==> config.mk <==
export PLATFORM = sky130hd
export DESIGN_NAME = dmem_ctrl
export DESIGN_NICKNAME = d
export VERILOG_FILES = /design/src/rtl/dmem_ctrl.sv
export SDC_FILE = /design/constraint.sdc
export NUM_CORES = 2
export LEC_CHECK = 0
export BUFFER_PORTS_ARGS = -buffer_cell sky130_fd_sc_hd__clkbuf_2
export CELL_PAD_IN_SITES_DETAIL_PLACEMENT = 0
export CELL_PAD_IN_SITES_GLOBAL_PLACEMENT = 1
export CORE_MARGIN = 1
export CORE_UTILIZATION = 55
export CTS_CLUSTER_SIZE = 20
export DETAILED_ROUTE_END_ITERATION = 8
export HOLD_SLACK_MARGIN = 0.12
export PLACE_DENSITY_LB_ADDON = 0.1
export SLEW_MARGIN = 20
export SYNTH_ARGS = -nofsm -noshare
export SYNTH_HDL_FRONTEND = slang
export SYNTH_SLANG_ARGS = --single-unit
==> constraint.sdc <==
create_clock -name clk -period 4.1 [get_ports clk]
set_input_delay 0.205 -clock clk [delete_from_list [all_inputs] [get_ports clk]]
set_output_delay 0.205 -clock clk [all_outputs]
set_load 0.02 [all_outputs]
==> src/rtl/dmem_ctrl.sv <==
// Byte-banked data memory with a valid/ready request port, registered responses and sub-word access.
// Define DMEM_MISALIGN_SPLIT_EN to build two-cycle split handling of word-crossing accesses; otherwise misaligned H/W fault.
module dmem_ctrl #(
    parameter int DEPTH = 64,
    localparam int AW = $clog2(DEPTH)
) (
    input  logic        clk,
    input  logic        reset,
    input  logic        req_valid,
    output logic        req_ready,
    input  logic        req_we,
    input  logic [31:0] req_addr,
    input  logic [31:0] req_wdata,
    input  logic [2:0]  req_funct3,
    output logic        resp_valid,
    output logic [31:0] resp_rdata,
    output logic        resp_fault
);

    logic [7:0]    mem_q [4][DEPTH];
    logic          resp_valid_q, resp_valid_d;
    logic          resp_fault_q, resp_fault_d;
    logic [31:0]   resp_rdata_q, resp_rdata_d;

    logic          in_split;
    logic [1:0]    cur_off;
    logic [AW-1:0] cur_idx;
    logic          cur_we;
    logic [2:0]    cur_f3;
    logic [31:0]   cur_wdata;
    logic [2:0]    cur_sz;
    logic [1:0]    lane_pos [4];
    logic [3:0]    lane_act, lane_hi, lane_wen;
    logic [AW-1:0] lane_idx [4];
    logic [7:0]    lane_rd [4];
    logic [7:0]    lane_val [4];
    logic [7:0]    lane_wb [4];
    logic [31:0]   asm_data, ext_data;
    logic          legal, fire, access;
    logic          unused_addr;

    assign unused_addr = ^req_addr[31:AW+2];
    assign req_ready   = !reset && !in_split;
    assign fire        = req_valid && req_ready;

`ifdef DMEM_MISALIGN_SPLIT_EN
    typedef enum logic {IDLE = 1'b0, SPLIT = 1'b1} state_e;
    state_e        state_q, state_d;
    logic [AW+1:0] sv_addr_q, sv_addr_d;
    logic          sv_we_q, sv_we_d;
    logic [2:0]    sv_f3_q, sv_f3_d;
    logic [31:0]   sv_wdata_q, sv_wdata_d;
    logic [7:0]    lbuf_q [4];
    logic [7:0]    lbuf_d [4];
    logic          cross;

    assign in_split = (state_q == SPLIT);

    // During SPLIT the request port is stalled, so the access is driven from the saved copy.
    always_comb begin
        cur_off   = in_split ? sv_addr_q[1:0] : req_addr[1:0];
        cur_idx   = in_split ? sv_addr_q[AW+1:2] : req_addr[AW+1:2];
        cur_we    = in_split ? sv_we_q : req_we;
        cur_f3    = in_split ? sv_f3_q : req_funct3;
        cur_wdata = in_split ? sv_wdata_q : req_wdata;
    end
`else
    assign in_split = 1'b0;

    always_comb begin
        cur_off   = req_addr[1:0];
        cur_idx   = req_addr[AW+1:2];
        cur_we    = req_we;
        cur_f3    = req_funct3;
        cur_wdata = req_wdata;
    end
`endif

    // Lane k holds byte (k - offset) of the access; lanes below the offset live in the next word.
    always_comb begin
        case (cur_f3[1:0])
            2'b00:   cur_sz = 3'd1;
            2'b01:   cur_sz = 3'd2;
            default: cur_sz = 3'd4;
        endcase
        for (int k = 0; k < 4; k++) begin
            lane_pos[k] = 2'(k) - cur_off;
            lane_hi[k]  = 2'(k) < cur_off;
            lane_act[k] = {1'b0, lane_pos[k]} < cur_sz;
            lane_idx[k] = lane_hi[k] ? cur_idx + {{(AW-1){1'b0}}, 1'b1} : cur_idx;
            lane_rd[k]  = mem_q[k][lane_idx[k]];
            lane_wb[k]  = cur_wdata[{lane_pos[k], 3'b000} +: 8];
`ifdef DMEM_MISALIGN_SPLIT_EN
            lane_val[k] = (in_split && !lane_hi[k]) ? lbuf_q[k] : lane_rd[k];
`else
            lane_val[k] = lane_rd[k];
`endif
        end
        for (int i = 0; i < 4; i++) begin
            asm_data[8*i +: 8] = lane_val[2'(i) + cur_off];
        end
        case (cur_f3)
            3'b000:  ext_data = {{24{asm_data[7]}}, asm_data[7:0]};
            3'b001:  ext_data = {{16{asm_data[15]}}, asm_data[15:0]};
            3'b100:  ext_data = {24'h0, asm_data[7:0]};
            3'b101:  ext_data = {16'h0, asm_data[15:0]};
            default: ext_data = asm_data;
        endcase
        if (cur_we) legal = (cur_f3 == 3'b000) || (cur_f3 == 3'b001) || (cur_f3 == 3'b010);
        else        legal = (cur_f3 != 3'b011) && (cur_f3 != 3'b110) && (cur_f3 != 3'b111);
    end

    always_comb begin
        resp_valid_d = 1'b0;
        resp_fault_d = 1'b0;
        resp_rdata_d = '0;
        access       = 1'b0;
`ifdef DMEM_MISALIGN_SPLIT_EN
        cross      = ({1'b0, cur_off} + cur_sz) > 3'd4;
        state_d    = state_q;
        sv_addr_d  = sv_addr_q;
        sv_we_d    = sv_we_q;
        sv_f3_d    = sv_f3_q;
        sv_wdata_d = sv_wdata_q;
        lbuf_d     = lbuf_q;
        case (state_q)
            IDLE: begin
                if (fire) begin
                    if (!legal) begin
                        resp_valid_d = 1'b1;
                        resp_fault_d = 1'b1;
                    end else if (cross) begin
                        access     = 1'b1;
                        state_d    = SPLIT;
                        sv_addr_d  = req_addr[AW+1:0];
                        sv_we_d    = req_we;
                        sv_f3_d    = req_funct3;
                        sv_wdata_d = req_wdata;
                        lbuf_d     = lane_rd;
                    end else begin
                        access       = 1'b1;
                        resp_valid_d = 1'b1;
                        resp_rdata_d = cur_we ? '0 : ext_data;
                    end
                end
            end
            SPLIT: begin
                access       = 1'b1;
                resp_valid_d = 1'b1;
                resp_rdata_d = cur_we ? '0 : ext_data;
                state_d      = IDLE;
            end
        endcase
`else
        if (fire) begin
            resp_valid_d = 1'b1;
            if (!legal || (cur_f3[1:0] == 2'b01 && cur_off[0]) || (cur_f3[1:0] == 2'b10 && cur_off != 2'b00)) begin
                resp_fault_d = 1'b1;
            end else begin
                access       = 1'b1;
                resp_rdata_d = cur_we ? '0 : ext_data;
            end
        end
`endif
    end

    // The low lanes are written on the accept edge, the wrapped high lanes on the SPLIT edge.
    always_comb begin
        for (int k = 0; k < 4; k++) begin
            lane_wen[k] = access && cur_we && lane_act[k] && (lane_hi[k] == in_split);
        end
    end

    always_ff @(posedge clk) begin
        for (int k = 0; k < 4; k++) begin
            if (lane_wen[k]) mem_q[k][lane_idx[k]] <= lane_wb[k];
        end
    end

    always_ff @(posedge clk or posedge reset) begin
        if (reset) begin
            resp_valid_q <= 1'b0;
            resp_fault_q <= 1'b0;
            resp_rdata_q <= '0;
        end else begin
            resp_valid_q <= resp_valid_d;
            resp_fault_q <= resp_fault_d;
            resp_rdata_q <= resp_rdata_d;
        end
    end

`ifdef DMEM_MISALIGN_SPLIT_EN
    always_ff @(posedge clk or posedge reset) begin
        if (reset) begin
            state_q    <= IDLE;
            sv_addr_q  <= '0;
            sv_we_q    <= 1'b0;
            sv_f3_q    <= '0;
            sv_wdata_q <= '0;
            for (int k = 0; k < 4; k++) lbuf_q[k] <= '0;
        end else begin
            state_q    <= state_d;
            sv_addr_q  <= sv_addr_d;
            sv_we_q    <= sv_we_d;
            sv_f3_q    <= sv_f3_d;
            sv_wdata_q <= sv_wdata_d;
            lbuf_q     <= lbuf_d;
        end
    end
`endif

    assign resp_valid = resp_valid_q;
    assign resp_fault = resp_fault_q;
    assign resp_rdata = resp_rdata_q;

endmodule
## Word-level counts from Yosys, hierarchy flattened

Memories as Yosys holds them, arrays and structs flattened.
Cells that the tools add are included.

| operators by class | value |
|---|---|
| add/subtract/negate cells | 8 |
| order comparisons | 20 |
| equal/unequal tests | 9 |
| shifts and indexed selects | 4 |
| muxes and demuxes | 55 |
| bitwise gates (word level) | 12 |
| reductions and logical operators | 27 |

Operators with widths:

| kind | number |
|---|---|
| 2-to-1 mux 512 bit | 4 |
| binary-select mux 8 bit (select 6 bit) | 4 |
| demux 8 bit (select 6 bit) | 4 |
| 2-to-1 mux 8 bit | 20 |
| one-hot mux 32 bit (4 select lines) | 1 |
| variable part select 32 x 6 -> 8 bit | 4 |
| 2-to-1 mux 32 bit | 3 |
| binary-select mux 8 bit (select 2 bit) | 4 |
| >= comparator 7 bit, second input constant | 4 |
| less-than comparator 7 x 1 -> 1 bit, second input constant | 4 |
| inverter 6 -> 7 bit | 4 |
| 2-to-1 mux 6 bit | 4 |
| logical AND 1 bit | 18 |
| >= comparator 3 bit, second input constant | 4 |
| less-than comparator 2 x 3 -> 1 bit | 4 |
| inverter 2 -> 3 bit | 4 |
| 2-to-1 mux 1 bit | 10 |
| adder 6 x 1 -> 6 bit, second input constant | 1 |
| equality test 3 bit, second input constant | 2 |
| inequality test 3 bit, second input constant | 2 |
| one-hot mux 3 bit (2 select lines) | 1 |
| adder 2 bit, first input constant | 2 |
| logical OR 1 bit | 4 |
| less-than comparator 1 x 2 -> 1 bit, first input constant | 2 |
| 14 further kinds | 21 |

| storage, ports and cells | value |
|---|---|
| flip-flop bits (word level) | 34 |
| RAM bits | 2048 |
| input bits | 71 |
| output and inout port bits | 35 |
| logic and storage cells | 139 |
| memories | 1 |

Memory list:

| memory | words | width | read ports | clocked after memory_dff | write ports | line | RTL |
|---|---|---|---|---|---|---|---|
| mem_q | 4 | 512 | 4 | 0 | 4 | 20 | `logic [7:0] mem_q [4][DEPTH];` |

## Depth between registers and ports, before layout

| logic depth | value |
|---|---|
| word-level depth | 14 |
| mapped depth | 21 |

## Worst setup path before layout

Ideal clock, no wire load.

| timing path | value |
|---|---|
| path kind | input port to flip-flop |
| start point | input port req_addr[1] |
| end point | memory mem_q[2][488] (netlist name) (enable) |
| setup time | 0.370 ns |
| data arrival time | 3.945 ns |
| slack | -0.216 ns |
| cell stages on the path | 16 |
| path buffers | 6 |
| path through | buf_2 buf_2 clkinv_1 buf_1 clkbuf_1 ha_1 clkbuf_1 clkinv_1 clkbuf_1 ha_1 a21oi_1 nor2_1 or3_1 nor2_1 nand2_1 nor2_1 |

RTL lines:

| item | line | RTL |
|---|---|---|
| start, declared | 12 | `input logic [31:0] req_addr,` |
| end, declared | 20 |  |

## Worst setup path after layout

| timing path | value |
|---|---|
| start point | input port req_addr[5] |
| end point | register resp_rdata_q[18] (netlist: resp_rdata[18]) |

| between the ends | value |
|---|---|
| word-level cells in the longest chain between the ends | 13 |
| elaborated cells between the ends (all ways) | 34 |

RTL lines:

| item | line | RTL |
|---|---|---|
| adder 6 x 1 -> 6 bit | 90 | `lane_idx[k] = lane_hi[k] ? cur_idx + {{(AW-1){1'b0}}, 1'b1} : cur_idx;` |
| 2-to-1 mux 6 bit | 90 |  |
| inverter 6 -> 7 bit (not written as such) | 91 | `lane_rd[k] = mem_q[k][lane_idx[k]];` |
| binary-select mux 8 bit (select 6 bit) | 91 |  |
| 2-to-1 mux 8 bit (not written as such) (2 in a row) | 91 |  |
| binary-select mux 8 bit (select 2 bit) | 100 | `asm_data[8*i +: 8] = lane_val[2'(i) + cur_off];` |
| 2-to-1 mux 8 bit (not written as such) (2 in a row) | 100 |  |
| one-hot mux 32 bit (4 select lines) (*) | 102 | `case (cur_f3)` |
| 2-to-1 mux 32 bit (*) | 161 | `resp_rdata_d = cur_we ? '0 : ext_data;` |
| 2-to-1 mux 32 bit (*) | 157 | `if (!legal \|\| (cur_f3[1:0] == 2'b01 && cur_off[0]) \|\| (cur_f3[1:0] == 2'b10 && cur_off != 2'b00)) begin` |
| 2-to-1 mux 32 bit (*) | 155 | `if (fire) begin` |
| via resp_rdata_d[18] | 23 | `logic [31:0] resp_rdata_q, resp_rdata_d;` |
| end signal, assigned | 188 | `resp_rdata_q <= resp_rdata_d;` |
| end, declared | 23 |  |

Mark *: on every way through the listed nets, which the timed path passes. The rest lies on a longest branch. The select of a mux whose other input is x is not followed.

==> flow_metrics.env <==
export IMPL_outcome="complete, no violations"
export IMPL_dr_pass1_iters=6
export IMPL_initial_utilization_pct=55.6
export IMPL_syn_area_um2=82500
export IMPL_power_leakage_uw=0.0328
export IMPL_final_hold_viol_count=0
export IMPL_power_density_nw_per_um2=483
export IMPL_final_area_um2=97000
export IMPL_r2r_end="resp_rdata[18]"
export IMPL_setup_viol=0
export IMPL_core_area_um2=148000
export IMPL_r2r_cells=10
export IMPL_viasPerCell=6.54
export IMPL_die_w_um=389
export IMPL_worstMarginPinSlew_ps=975
export IMPL_fin_crit_ps=3830
export IMPL_gp_congestion=0.908
export IMPL_drtIter0Drc=6976
export IMPL_place_area_um2=90200
export IMPL_io_pins=106
export IMPL_grt_usage_pct=32.9
export IMPL_grt_overflow_total=0
export IMPL_multi_input_area_um2=18400
export IMPL_r2r_start="mem_q[3][82]"
export IMPL_synth_edff_count=2048
export IMPL_async_flop_share_pct=1.63
export IMPL_critPathKind="input port to flop"
export IMPL_die_area_um2=151000
export IMPL_dp_slack_ps=-198
export IMPL_row_count=141
export IMPL_crit_start="req_addr[5]"
export IMPL_cap_viol_max_count=0
export IMPL_avgSynthCellArea_um2=15.3
export IMPL_startpoint_type="input port"
export IMPL_drive_gt1_share_pct=20.3
export IMPL_ys_warn_count=0
export IMPL_grt_antenna_before_repair=7
export IMPL_hp_class="input port to flop"
export IMPL_ys_ff_latch=2082
export IMPL_cts_max_level=4
export IMPL_grt_pass1_wl_mm=358
export IMPL_path_clk_slew_ps=60
export IMPL_final_common_cell="edfxtp_1"
export IMPL_arrival_ps=4610
export IMPL_crit_path_end_kind="flop"
export IMPL_root_buffer="clkbuf_16"
export IMPL_cts_tree="yes"
export IMPL_yosysSeqAreaShare_pct=75.6
export IMPL_max_clock_freq_mhz=261
export IMPL_min_period_over_period_pct=93.5
export IMPL_crit_path_end="resp_rdata[18]"
export IMPL_wirelength_mm=249
export IMPL_rsz0062_at_grt="false"
export IMPL_port_buffers=81
export IMPL_place_hpwl_mm=161
export IMPL_nets=6122
export IMPL_wl_per_cell_um=30.6
export IMPL_synth_ff_type="edfxtp_1"
export IMPL_cts_made_buffers=203
export IMPL_clock_path_buffers=3
export IMPL_finalMaxSlewViolations=0
export IMPL_clock_sinks=2082
export IMPL_final_seq_area_um2=62300
export IMPL_relSlewSlack_pct=35.0
export IMPL_syn2layout_area_growth_pct=17.6
export IMPL_synth_cell_types=96
export IMPL_fin_ws_ps=265
export IMPL_grt_max_degree=82
export IMPL_crit_required_ps=4870
export IMPL_grt_pass1_vias=50500
export IMPL_fill_cells=10600
export IMPL_fin_skew_ps=38.3
export IMPL_drc=0
export IMPL_setup_tns_ps=0
export IMPL_worst_r2r_setup_slack_ps=750
export IMPL_final_cell_mix="edfxtp_1, buf_4, nand2_1"
export IMPL_netlist_instances=5401
export IMPL_syn_num_nets=5480
export IMPL_insertion_delay_ps=870
export IMPL_vdd_drop_max_mv=0.445
export IMPL_route_antenna_remaining_nets=0
export IMPL_num_vias=53300
export IMPL_die_y_um=389
export IMPL_path_max_fanout=13
[power breakdown]
group	switching [uW]	internal, uW	leakage [uW]
logic	3200	1440	0.0107
clock network	8010	10300	0.00318
registers	9.27	23800	0.0189
total	11200	35600	0.0328
[worst min-delay path by stage]
stage / from / slack (ps) / endpoint / cells after the start
finish: req_funct3[0] / 120 / resp_rdata[9] / 5
global route: req_funct3[0] / 130 / resp_rdata[9] / 5
global placement: reset / 380 / resp_rdata[20] / 3
detailed placement: reset / 380 / resp_rdata[2] / 3
floorplan: req_valid / 370 / resp_valid / 2
CTS: req_funct3[0] / 120 / resp_rdata[30] / 4
[area by class of cell]
cell class | instances | area share [%]
Clock inverter | 123 | 1.15
Timing Repair Buffer | 781 | 6.98
Clock buffer | 255 | 5.56
Antenna cell | 2 | 0.00516
Tap cell | 1930 | 2.49
Sequential cell | 2082 | 64.3
Inverter | 128 | 0.496
Multi-Input combinational cell | 2847 | 19.0
[registers in the layout, indices dropped and copies added, names as in the netlist]
register	flops
resp_valid	1
resp_fault	1
mem_q	2048
resp_rdata	32
[kinds of logic (layout without fill, tap and decap cells)]
group	after synthesis	after routing	synth area share, %
compound gates	1058	1058	9.32
xor+xnor	23	23	0.344
fa+ha+maj	8	8	0.121
buf+inv	472	1287	2.61
flops	2082	2082	75.6
mux	246	246	3.82
other cells	0	2	0
simple gates	1512	1512	8.18
[routing by layer]
| metal | global-route usage [%] | routed length (um) | up-vias |
|---|---|---|---|
| met4 | 10.4 | 7810 | 8 |
| met3 | 5.45 | 25900 | 453 |
| met2 | 50.0 | 114000 | 3095 |
| met1 | 48.8 | 101000 | 27100 |
| met5 | 0 | 58 | - |
| li1 | - | - | 22700 |
[synth_stat cells (all sizes together), types with 20 or more instances]
library cell | instances | share of area, %
o22a | 87 | 0.92
a21oi | 64 | 0.39
a222oi | 56 | 0.68
o221ai | 70 | 0.74
a31oi | 108 | 0.82
nor3 | 64 | 0.39
a32oi | 63 | 0.70
nor4 | 42 | 0.33
clkbuf | 131 | 0.60
nand2 | 599 | 2.7
mux2i | 158 | 1.9
mux2 | 37 | 0.51
mux4 | 51 | 1.4
o21ai | 68 | 0.41
nand3 | 208 | 1.3
buf | 213 | 1.4
dfrtp | 34 | 1.0
nand4 | 39 | 0.30
inv | 123 | 0.56
nor2 | 433 | 2.0
o22ai | 362 | 2.8
edfxtp | 2048 | 75
or4 | 20 | 0.18
[stage by stage]
step | instances | power, uW | util, % | hold slack, ps
2_1_floorplan | 5401 | 26500 | - | 370
3_3_place_gp | 7746 | 28800 | 60.9 | 376
3_5_place_dp | 7746 | 28800 | 60.9 | 383
4_1_cts | 8144 | 46900 | 65.4 | 122
5_1_grt | 8146 | 48000 | 65.4 | 127
6_report | 8148 | 46800 | 65.4 | 115
[critical path, cell delays in order]
cell           delay, ps
clkbuf_2             410
nand3_1              490
o21a_1               450
o211ai_1             460
buf_4                200
buf_4                190
a21oi_1              130
a2111o_1             610
o31a_1               420
mux2_2               280
a22oi_1              130
dlygate4sd3_1        580
[repair_timing]
action                                  CTS  global route
hold buffers                             20             0
endpoints found under the hold margin    92             0
resized for setup                         0             3
setup buffers                             0             2
endpoints found under the setup margin    0             1
Note: power is estimated with default switching activity, not from simulation.
